`config.mk`:
```
export PLATFORM = sky130hd
export DESIGN_NAME = wb_arbiter
export DESIGN_NICKNAME = d
export VERILOG_FILES = /design/src/rtl/wb_pkg.sv /design/src/rtl/wb_fifo.sv /design/src/rtl/wb_arbiter.sv
export SDC_FILE = /design/constraint.sdc
export NUM_CORES = 1
export LEC_CHECK = 0
export ABC_AREA = 1
export CAP_MARGIN = 20
export CORE_MARGIN = 1.5
export CORE_UTILIZATION = 45
export CTS_CLUSTER_DIAMETER = 150
export DETAILED_ROUTE_END_ITERATION = 6
export PLACE_DENSITY_LB_ADDON = 0.25
export SYNTH_ARGS = -nofsm -noshare
export SYNTH_HDL_FRONTEND = slang
export SYNTH_SLANG_ARGS = --single-unit
```
`constraint.sdc`:
```
create_clock -name clk_i -period 2.2 [get_ports clk_i]
set_input_delay 0.44 -clock clk_i [delete_from_list [all_inputs] [get_ports clk_i]]
set_output_delay 0.44 -clock clk_i [all_outputs]
set_load 0.02 [all_outputs]
```
`src/rtl/wb_pkg.sv`:
```
// Shared types for the register-file writeback arbiter: widths, buffered-entry layout
// and a one-hot register decoder.
package wb_pkg;

    localparam int REG_AW = 5;
    localparam int DATA_W = 32;

    typedef struct packed {
        logic              valid;
        logic [REG_AW-1:0] waddr;
        logic [DATA_W-1:0] wdata;
    } wb_entry_t;

    typedef enum logic [1:0] {
        SRC_NONE,
        SRC_PIPE,
        SRC_FIFO,
        SRC_BYPASS
    } wb_src_t;

    function automatic logic [31:0] onehot32(input logic [REG_AW-1:0] waddr);
        logic [31:0] bits;
        bits = '0;
        bits[waddr] = 1'b1;
        return bits;
    endfunction

endpackage

```
`src/rtl/wb_fifo.sv`:
```
// Circular buffer for long-unit results. Entries can be invalidated in place by address;
// invalid entries still occupy a slot until popped. Also keeps the registered pending mask.
module wb_fifo
    import wb_pkg::*;
#(
    parameter int DEPTH = 2
) (
    input  logic                       clk_i,
    input  logic                       rst_i,
    input  logic                       push_i,
    input  logic [REG_AW-1:0]          push_waddr_i,
    input  logic [DATA_W-1:0]          push_wdata_i,
    input  logic                       pop_i,
    input  logic                       kill_i,
    input  logic [REG_AW-1:0]          kill_addr_i,
    output logic                       head_valid_o,
    output logic [REG_AW-1:0]          head_waddr_o,
    output logic [DATA_W-1:0]          head_wdata_o,
    output logic                       empty_o,
    output logic                       full_o,
    output logic [$clog2(DEPTH+1)-1:0] count_o,
    output logic [31:0]                mask_o
);

    localparam int PW = (DEPTH > 1) ? $clog2(DEPTH) : 1;
    localparam int CW = $clog2(DEPTH + 1);

    wb_entry_t       mem_q [DEPTH];
    wb_entry_t       mem_d [DEPTH];
    logic [PW-1:0]   rd_q, rd_d;
    logic [PW-1:0]   wr_q, wr_d;
    logic [CW-1:0]   count_q, count_d;
    logic [31:0]     mask_q, mask_d;

    // Kill first, then retire the popped slot, then write the new entry: a push into a
    // full buffer with a coincident pop reuses the slot that is leaving.
    always_comb begin
        mem_d = mem_q;
        for (int i = 0; i < DEPTH; i++) begin
            if (kill_i && mem_q[i].valid && mem_q[i].waddr == kill_addr_i) begin
                mem_d[i].valid = 1'b0;
            end
        end
        if (pop_i) begin
            mem_d[rd_q].valid = 1'b0;
        end
        if (push_i) begin
            mem_d[wr_q] = '{valid: 1'b1, waddr: push_waddr_i, wdata: push_wdata_i};
        end
        rd_d    = pop_i  ? rd_q + 1'b1 : rd_q;
        wr_d    = push_i ? wr_q + 1'b1 : wr_q;
        count_d = count_q + CW'(push_i) - CW'(pop_i);
        mask_d  = '0;
        for (int i = 0; i < DEPTH; i++) begin
            if (mem_d[i].valid) begin
                mask_d = mask_d | onehot32(mem_d[i].waddr);
            end
        end
    end

    always_ff @(posedge clk_i) begin
        if (rst_i) begin
            for (int i = 0; i < DEPTH; i++) begin
                mem_q[i] <= '0;
            end
            rd_q    <= '0;
            wr_q    <= '0;
            count_q <= '0;
            mask_q  <= '0;
        end else begin
            mem_q   <= mem_d;
            rd_q    <= rd_d;
            wr_q    <= wr_d;
            count_q <= count_d;
            mask_q  <= mask_d;
        end
    end

    assign head_valid_o = mem_q[rd_q].valid;
    assign head_waddr_o = mem_q[rd_q].waddr;
    assign head_wdata_o = mem_q[rd_q].wdata;
    assign empty_o      = (count_q == '0);
    assign full_o       = (count_q == CW'(DEPTH));
    assign count_o      = count_q;
    assign mask_o       = mask_q;

endmodule

```
`src/rtl/wb_arbiter.sv`:
```
// Register-file write-port arbiter: pipeline WB always wins, long-unit results bypass or
// queue. Optional head-starvation guard enabled by defining WB_STARVE_GUARD_EN.
module wb_arbiter
    import wb_pkg::*;
#(
    parameter int DEPTH        = 2,
    parameter int STARVE_LIMIT = 8
) (
    input  logic                       clk_i,
    input  logic                       rst_i,
    input  logic                       pipe_we_i,
    input  logic [4:0]                 pipe_waddr_i,
    input  logic [31:0]                pipe_wdata_i,
    input  logic                       lu_valid_i,
    output logic                       lu_ready_o,
    input  logic [4:0]                 lu_waddr_i,
    input  logic [31:0]                lu_wdata_i,
    output logic                       rf_we_o,
    output logic [4:0]                 rf_waddr_o,
    output logic [31:0]                rf_wdata_o,
    output logic [31:0]                pend_mask_o,
    output logic [$clog2(DEPTH+1)-1:0] count_o,
    output logic                       pipe_stall_o
);

    if (DEPTH < 2 || (DEPTH & (DEPTH - 1)) != 0 || STARVE_LIMIT < 1) begin : g_bad_params
        $error("wb_arbiter: DEPTH must be a power of 2 >= 2 and STARVE_LIMIT >= 1");
    end

    logic        pipeBusy;
    logic        fifoEmpty, fifoFull;
    logic        headValid;
    logic [4:0]  headWaddr;
    logic [31:0] headWdata;
    logic        pop, push, kill, bypass;
    logic        luFire, luKilled;
    wb_src_t     src;

    assign pipeBusy   = pipe_we_i && (pipe_waddr_i != '0);
    assign pop        = !rst_i && !pipeBusy && !fifoEmpty;
    assign lu_ready_o = !rst_i && (!fifoFull || pop);
    assign luFire     = lu_valid_i && lu_ready_o;
    // A same-cycle pipe write to the same register is younger, so the lu result is dead.
    assign luKilled   = pipeBusy && (lu_waddr_i == pipe_waddr_i);
    assign bypass     = luFire && !pipeBusy && fifoEmpty && (lu_waddr_i != '0);
    assign push       = luFire && !luKilled && (lu_waddr_i != '0) && (pipeBusy || !fifoEmpty);
    assign kill       = !rst_i && pipeBusy;

    wb_fifo #(.DEPTH(DEPTH)) u_fifo (
        .clk_i        (clk_i),
        .rst_i        (rst_i),
        .push_i       (push),
        .push_waddr_i (lu_waddr_i),
        .push_wdata_i (lu_wdata_i),
        .pop_i        (pop),
        .kill_i       (kill),
        .kill_addr_i  (pipe_waddr_i),
        .head_valid_o (headValid),
        .head_waddr_o (headWaddr),
        .head_wdata_o (headWdata),
        .empty_o      (fifoEmpty),
        .full_o       (fifoFull),
        .count_o      (count_o),
        .mask_o       (pend_mask_o)
    );

    // A popped killed head yields an empty slot rather than letting the next entry advance.
    always_comb begin
        src = SRC_NONE;
        if (rst_i) begin
            src = SRC_NONE;
        end else if (pipeBusy) begin
            src = SRC_PIPE;
        end else if (!fifoEmpty) begin
            src = headValid ? SRC_FIFO : SRC_NONE;
        end else if (bypass) begin
            src = SRC_BYPASS;
        end
    end

    always_comb begin
        rf_we_o    = 1'b0;
        rf_waddr_o = '0;
        rf_wdata_o = '0;
        unique case (src)
            SRC_PIPE: begin
                rf_we_o    = 1'b1;
                rf_waddr_o = pipe_waddr_i;
                rf_wdata_o = pipe_wdata_i;
            end
            SRC_FIFO: begin
                rf_we_o    = 1'b1;
                rf_waddr_o = headWaddr;
                rf_wdata_o = headWdata;
            end
            SRC_BYPASS: begin
                rf_we_o    = 1'b1;
                rf_waddr_o = lu_waddr_i;
                rf_wdata_o = lu_wdata_i;
            end
            default: begin
                rf_we_o = 1'b0;
            end
        endcase
    end

`ifdef WB_STARVE_GUARD_EN
    localparam int AW = $clog2(STARVE_LIMIT + 1);

    logic [AW-1:0] age_q, age_d;
    logic          stall_q, stall_d;

    always_comb begin
        age_d = '0;
        if (!fifoEmpty && !pop && headValid) begin
            age_d = (age_q == AW'(STARVE_LIMIT)) ? age_q : age_q + 1'b1;
        end
        stall_d = (age_d == AW'(STARVE_LIMIT));
    end

    always_ff @(posedge clk_i) begin
        if (rst_i) begin
            age_q   <= '0;
            stall_q <= 1'b0;
        end else begin
            age_q   <= age_d;
            stall_q <= stall_d;
        end
    end

    assign pipe_stall_o = stall_q && !rst_i;
`else
    assign pipe_stall_o = 1'b0;
`endif

endmodule

```
==> results of run 1 <==
[worst paths after layout]
| check | start | endpoint | slack, ns | cells after the start |
|---|---|---|---|---|
| hold / removal | u_fifo.mem_q[14] | u_fifo.mem_q[14] | 0.54 | 2 |
| setup reg to reg | u_fifo.count_o[1] | u_fifo.count_o[1] | -0.01 | 14 |
| hold reg to reg | u_fifo.mem_q[14] | u_fifo.mem_q[14] | 0.54 | 2 |
| setup / recovery | lu_valid_i | rf_wdata_o[16] | -0.21 | 8 |
[registers in the layout (all words and copies together), names as in the netlist]
signal,flops
u_fifo.rd_q,1
u_fifo.mem_q,76
u_fifo.mask_o,32
u_fifo.count_o,2
u_fifo.wr_q,1
[Yosys cell counts, drive strengths merged]
library cell,instances
nand4,17
buf,24
inv,78
xnor2,7
nand2,134
clkbuf,30
o221ai,2
conb,1
nor2,97
dfxtp,112
o211ai,72
or2,32
xor2,8
ha,2
o21ai,74
nor3,2
nand3b,1
clkinv,1
a21oi,90
nand3,33
[worst max-delay path: stages]
cell and delay (ns):
clkdlybuf4s50_1 0.51, o21ai_4 0.09, nor2_8 0.13, nand3_4 0.12, buf_4 0.18, buf_16 0.13, o211ai_1 0.19, buf_4 0.18
[logic make-up (layout without fill, tap and decap cells)]
group / count (synthesis) / in the layout / synth area share (%)
xor gates and xnor gates: 15 / 15 / 2.25
adders and majority gates: 2 / 2 / 0.428
AOI/OAI and AO/OA: 238 / 238 / 23.6
buffers and inverters: 133 / 390 / 9.50
other: 1 / 1 / 0.0641
DFF: 112 / 112 / 38.3
and+or+nand+nor: 316 / 317 / 25.9
[cell type report]
class / count / area, µm²
clock inverters: 7 / 61.3
repair buffers: 295 / 2740
flip-flops and latches: 112 / 2250
fillers: 1007 / 3640
clock buffers: 9 / 225
multi-input cells: 573 / 3240
inverters: 79 / 299
well taps: 172 / 215
[routing by layer]
metal | share of wire [%] | track usage, % | wire, µm | up-vias
li1 | - | - | - | 3253
met1 | 44 | 36.2 | 8120 | 3063
met2 | 48 | 44.6 | 8760 | 256
met3 | 6.6 | 4.94 | 1210 | 35
met4 | 1.9 | 9.00 | 347 | 0
met5 | 0 | 0 | 0 | -
[per-stage QoR]
step           instances  instance area, µm²
4_1_cts             1242                8880
3_3_place_gp        1195                8290
3_5_place_dp        1195                8290
2_1_floorplan        817                5910
5_1_grt             1247                9030
6_report            1247                9030
[placed cells by master (no fill, tap or decap), types with 3 or more instances in the layout]
cell and instances:
nor2_1 79, buf_4 156, clkbuf_16 9, inv_2 13, nand3_1 23, buf_6 16, xor2_1 8, dlygate4sd2_1 4
nor2_4 7, nand4_2 3, xnor2_1 7, a21oi_1 88, nand2_4 6, inv_1 64, nor2_2 10, nand3_4 6
nand4_1 14, o211ai_1 72, nand3_2 5, nand2_2 16, nand2_1 111, clkdlybuf4s50_1 99, dfxtp_1 109, clkbuf_2 3
buf_16 4, inv_6 3, o21ai_1 5, or2_2 32, buf_12 11, o21ai_0 68
[what timing repair did]
action	in CTS	in global routing
hold endpoints to repair	0	0
setup endpoints to repair	136	105
cloned	5	1
buffers inserted	27	6
resized for setup	246	54
pin swaps	16	19
[report_power, final]
part           total (mW)  switching, mW  internal (mW)
sequential           2.20         0.0689           2.13
clock                1.57          0.779          0.790
combinational        1.57          0.828          0.740
total                5.33           1.68           3.66
==> flow_metrics.tcl, run 1 <==
set metrics [dict create \
    status "finished with violations" \
    violations "negative setup slack" \
    die_height_um 117 \
    antenna_found_initial 0 \
    setup-violations-final 39 \
    max_cap_viol_count 0 \
    grt_util_all_layers_pct 27.2 \
    rsz0062_at_grt "yes" \
    tns_ns -5.34 \
    synth.largest_area_cell "dfxtp_1" \
    vias 6607 \
    worstPathRequired_ns 1.76 \
    clock-sinks 112 \
    area_growth_pct 54.4 \
    startpoint_type "primary input" \
    fmax_mhz 415 \
    io_pins 152 \
    cts_tree "done" \
    cts.htree.levels 3 \
    post-route-period-util_pct 110 \
    clock_path_buffers 2 \
    wl_per_cell_um 14.8 \
    fin_nets 1150 \
    yosys_warnings 0 \
    finClkSkew_ns 0.0116 \
    port_buffers 150 \
    cts_buffers 9 \
    fin_ws_ns -0.210 \
    ir_drop_v 0.000356 \
    hold_ws_ns 0.535 \
    hold_viol_final 0 \
    synthCells 817 \
    ant_nets 0 \
    die_w_um 117 \
    clk_pin_slew_ns 0.07 \
    hold_path_class "reg2reg" \
    synthesis.area_mm2 0.00585 \
    slew_viol_final 0 \
    synth_top_area_share_pct 38.3 \
    firstDrtPassIters 5 \
    grt_pass1_vias 6117 \
    crit_arrival_ns 1.97 \
    synth_cell_types 33 \
    place_ws_ns -0.902 \
    grt_first_pass_wirelength_um 29500 \
    synth_nets 897 \
    drive_gt1_share_pct 29.2 \
    p_per_area_mw_per_mm2 591 \
    syn_avg_cell_area_um2 7.16 \
    p_total_mw 5.33 \
    p_leak_nw 3.82 \
    dieArea_mm2 0.0137 \
    gp_congestion 0.916 \
    dpl.hpwl_um 12000 \
    crit_type "in2out" \
    fin_util_pct 71.3 \
    rows 41 \
    drc 0 \
    path_max_fanout 4 \
    num_antenna_cells 0 \
    ctsRootBufferMaster "clkbuf_16" \
    clock_latency_ns 0.36 \
    start_util_pct 46.2 \
    synth_seq_cells 112 \
    grt_overflow 0 \
    critPathCaptureType "output pin" \
    post-route-min-period_ns 2.41 \
    totalWireLength_um 18400 \
    synthTopCellsByArea "dfxtp_1 38%, o211ai_1 9.2%, a21oi_1 7.7%" \
    drt_iter0_markers 416 \
    vias_per_cell 5.30 \
    core_mm2 0.0127 \
    cts_hold_buf 0 \
    grt_max_degree 67 \
    yosysSeqAreaShare_pct 38.3 \
]
No activity file was read; power rests on OpenSTA's default activity.
==> run 2, diff against run 1 <==
--- a/config.mk
+++ b/config.mk
@@ -11,7 +11,7 @@
 export CORE_UTILIZATION = 45
 export CTS_CLUSTER_DIAMETER = 150
 export DETAILED_ROUTE_END_ITERATION = 6
-export PLACE_DENSITY_LB_ADDON = 0.25
+export PLACE_DENSITY = 0.87
 export SYNTH_ARGS = -nofsm -noshare
 export SYNTH_HDL_FRONTEND = slang
 export SYNTH_SLANG_ARGS = --single-unit
==> flow_metrics.tcl, run 2 (synthesis results as in run 1) <==
set metrics [dict create \
    post-route-min-period_ns 2.44 \
    place_area_mm2 0.00823 \
    hold_viol_final 0 \
    cpMostUsedCell "buf_6" \
    layout_commonest_cell "buf_4" \
    critPathCaptureType "output pin" \
    largest_reg_flops 76 \
    ctsRootBufferMaster "clkbuf_16" \
    cp_top_family "simple AND/OR/NAND/NOR gates" \
    vias 6848 \
    final_cell_mix "149 x buf_4, 110 x dfxtp_1, 106 x nand2_1" \
    fin_ws_ns -0.235 \
    die_w_um 117 \
    cts.htree.levels 3 \
    fmax_mhz 411 \
    startpoint_type "primary input" \
    hold_ws_ns 0.540 \
    regMostFlops "u_fifo.mem_q" \
    drive_gt1_share_pct 30.8 \
    place_ws_ns -0.974 \
    r2r_slack_ns -0.07 \
    io_pins 152 \
    crit_type "in2out" \
    drt_iter0_markers 835 \
    crit_chain "buf_6, nor2_4, nand3_4, buf_6, nand3b_1, nand2_2, nor2_8, nand3_4, buf_6, o211ai_1, buf_4" \
    rsz0062_at_grt "yes" \
    post-route-period-util_pct 111 \
    grt_util_all_layers_pct 27.9 \
    area_growth_pct 57.2 \
    slowest_delay_ns 0.23 \
    fill_cells 912 \
    grt_first_pass_wirelength_um 30100 \
    totalWireLength_um 20900 \
    path_max_fanout 6 \
    dpl.hpwl_um 12700 \
    p_per_area_mw_per_mm2 605 \
    cts_buffers 9 \
    worst-path-buf-inv 4 \
    ir_drop_v 0.000375 \
    dieArea_mm2 0.0137 \
    crit_arrival_ns 2.00 \
    cpMaxStageDelayCell "o211ai_1" \
    tightest_slew_ns 0.543 \
    max_cap_viol_count 0 \
    drc 0 \
    hold_path_class "reg2reg" \
    p_leak_nw 3.84 \
    setup-violations-final 56 \
    rows 41 \
    grt_pass1_vias 6414 \
    slew_viol_final 0 \
    grt_max_degree 67 \
    final_cell_area_mm2 0.00920 \
    fin_util_pct 72.6 \
    ant_nets 0 \
    num_antenna_cells 0 \
    worstPathRequired_ns 1.76 \
    clock_path_buffers 2 \
    violations "negative setup slack" \
    fin_nets 1145 \
    gp_congestion 0.948 \
    firstDrtPassIters 5 \
    slew_headroom_pct 63.8 \
    finClkSkew_ns 0.00650 \
    antenna_found_initial 0 \
    cts_tree "done" \
    vias_per_cell 5.51 \
    die_height_um 117 \
    port_buffers 150 \
    clock_latency_ns 0.34 \
    status "finished with violations" \
    clk_pin_slew_ns 0.08 \
    core_mm2 0.0127 \
    clock-sinks 112 \
    grt_overflow 0 \
    start_util_pct 46.2 \
    p_total_mw 5.56 \
    wl_per_cell_um 16.8 \
]
## run 2: timing repair
item	in CTS	in global routing
gates cloned	3	1
setup endpoints to repair	138	72
hold buffers	0	0
pin swaps	30	37
resized for setup	256	83
buffers inserted	20	15
## run 2: worst paths after layout
check                                        end               from  cells after the start
worst max-delay path               rf_waddr_o[3]    pipe_waddr_i[0]                     11
worst min-delay path            u_fifo.mem_q[29]   u_fifo.mem_q[29]                      2
worst max register to register  u_fifo.mask_o[3]  u_fifo.count_o[0]                     17
worst min register to register  u_fifo.mem_q[29]   u_fifo.mem_q[29]                      2
## run 2: final cells by class
cell class	instances	area (µm²)	area share, %
Timing Repair Buffer	291	2750	29.9
Tap cell	172	215	2.34
Sequential cell	112	2250	24.4
Clock inverter	6	76.3	0.830
Inverter	79	304	3.30
Multi-Input combinational cell	572	3380	36.7
Clock buffer	10	229	2.49
## run 2: tightest hold or removal path: cells and delay by family (launching register included)
family | cells | cell delay [ns]
AOI/OAI and AO/OA | 2 | 0.18
DFF | 1 | 0.33
## run 2: layer usage
layer / GRT usage (%) / up-vias / wire length [µm] / part of all wire [%]
met5: 0 / - / 0 / 0
met4: 9.48 / 0 / 409 / 2.0
met3: 3.91 / 51 / 1650 / 7.9
met2: 51.4 / 424 / 10600 / 51
met1: 33.2 / 3138 / 8220 / 39
li1: - / 3235 / - / -
## run 2: where the power goes
group,switching [mW],internal (mW)
sequential,0.0747,2.13
clock,0.770,0.903
combinational,0.924,0.766
## run 2: per-stage QoR
step	setup TNS [ns]	instances
floorplan	-4.80	817
global placement	-82.55	1188
detailed placement	-91.29	1188
CTS	-3.57	1226
global route	-12.98	1242
finish	-6.93	1242
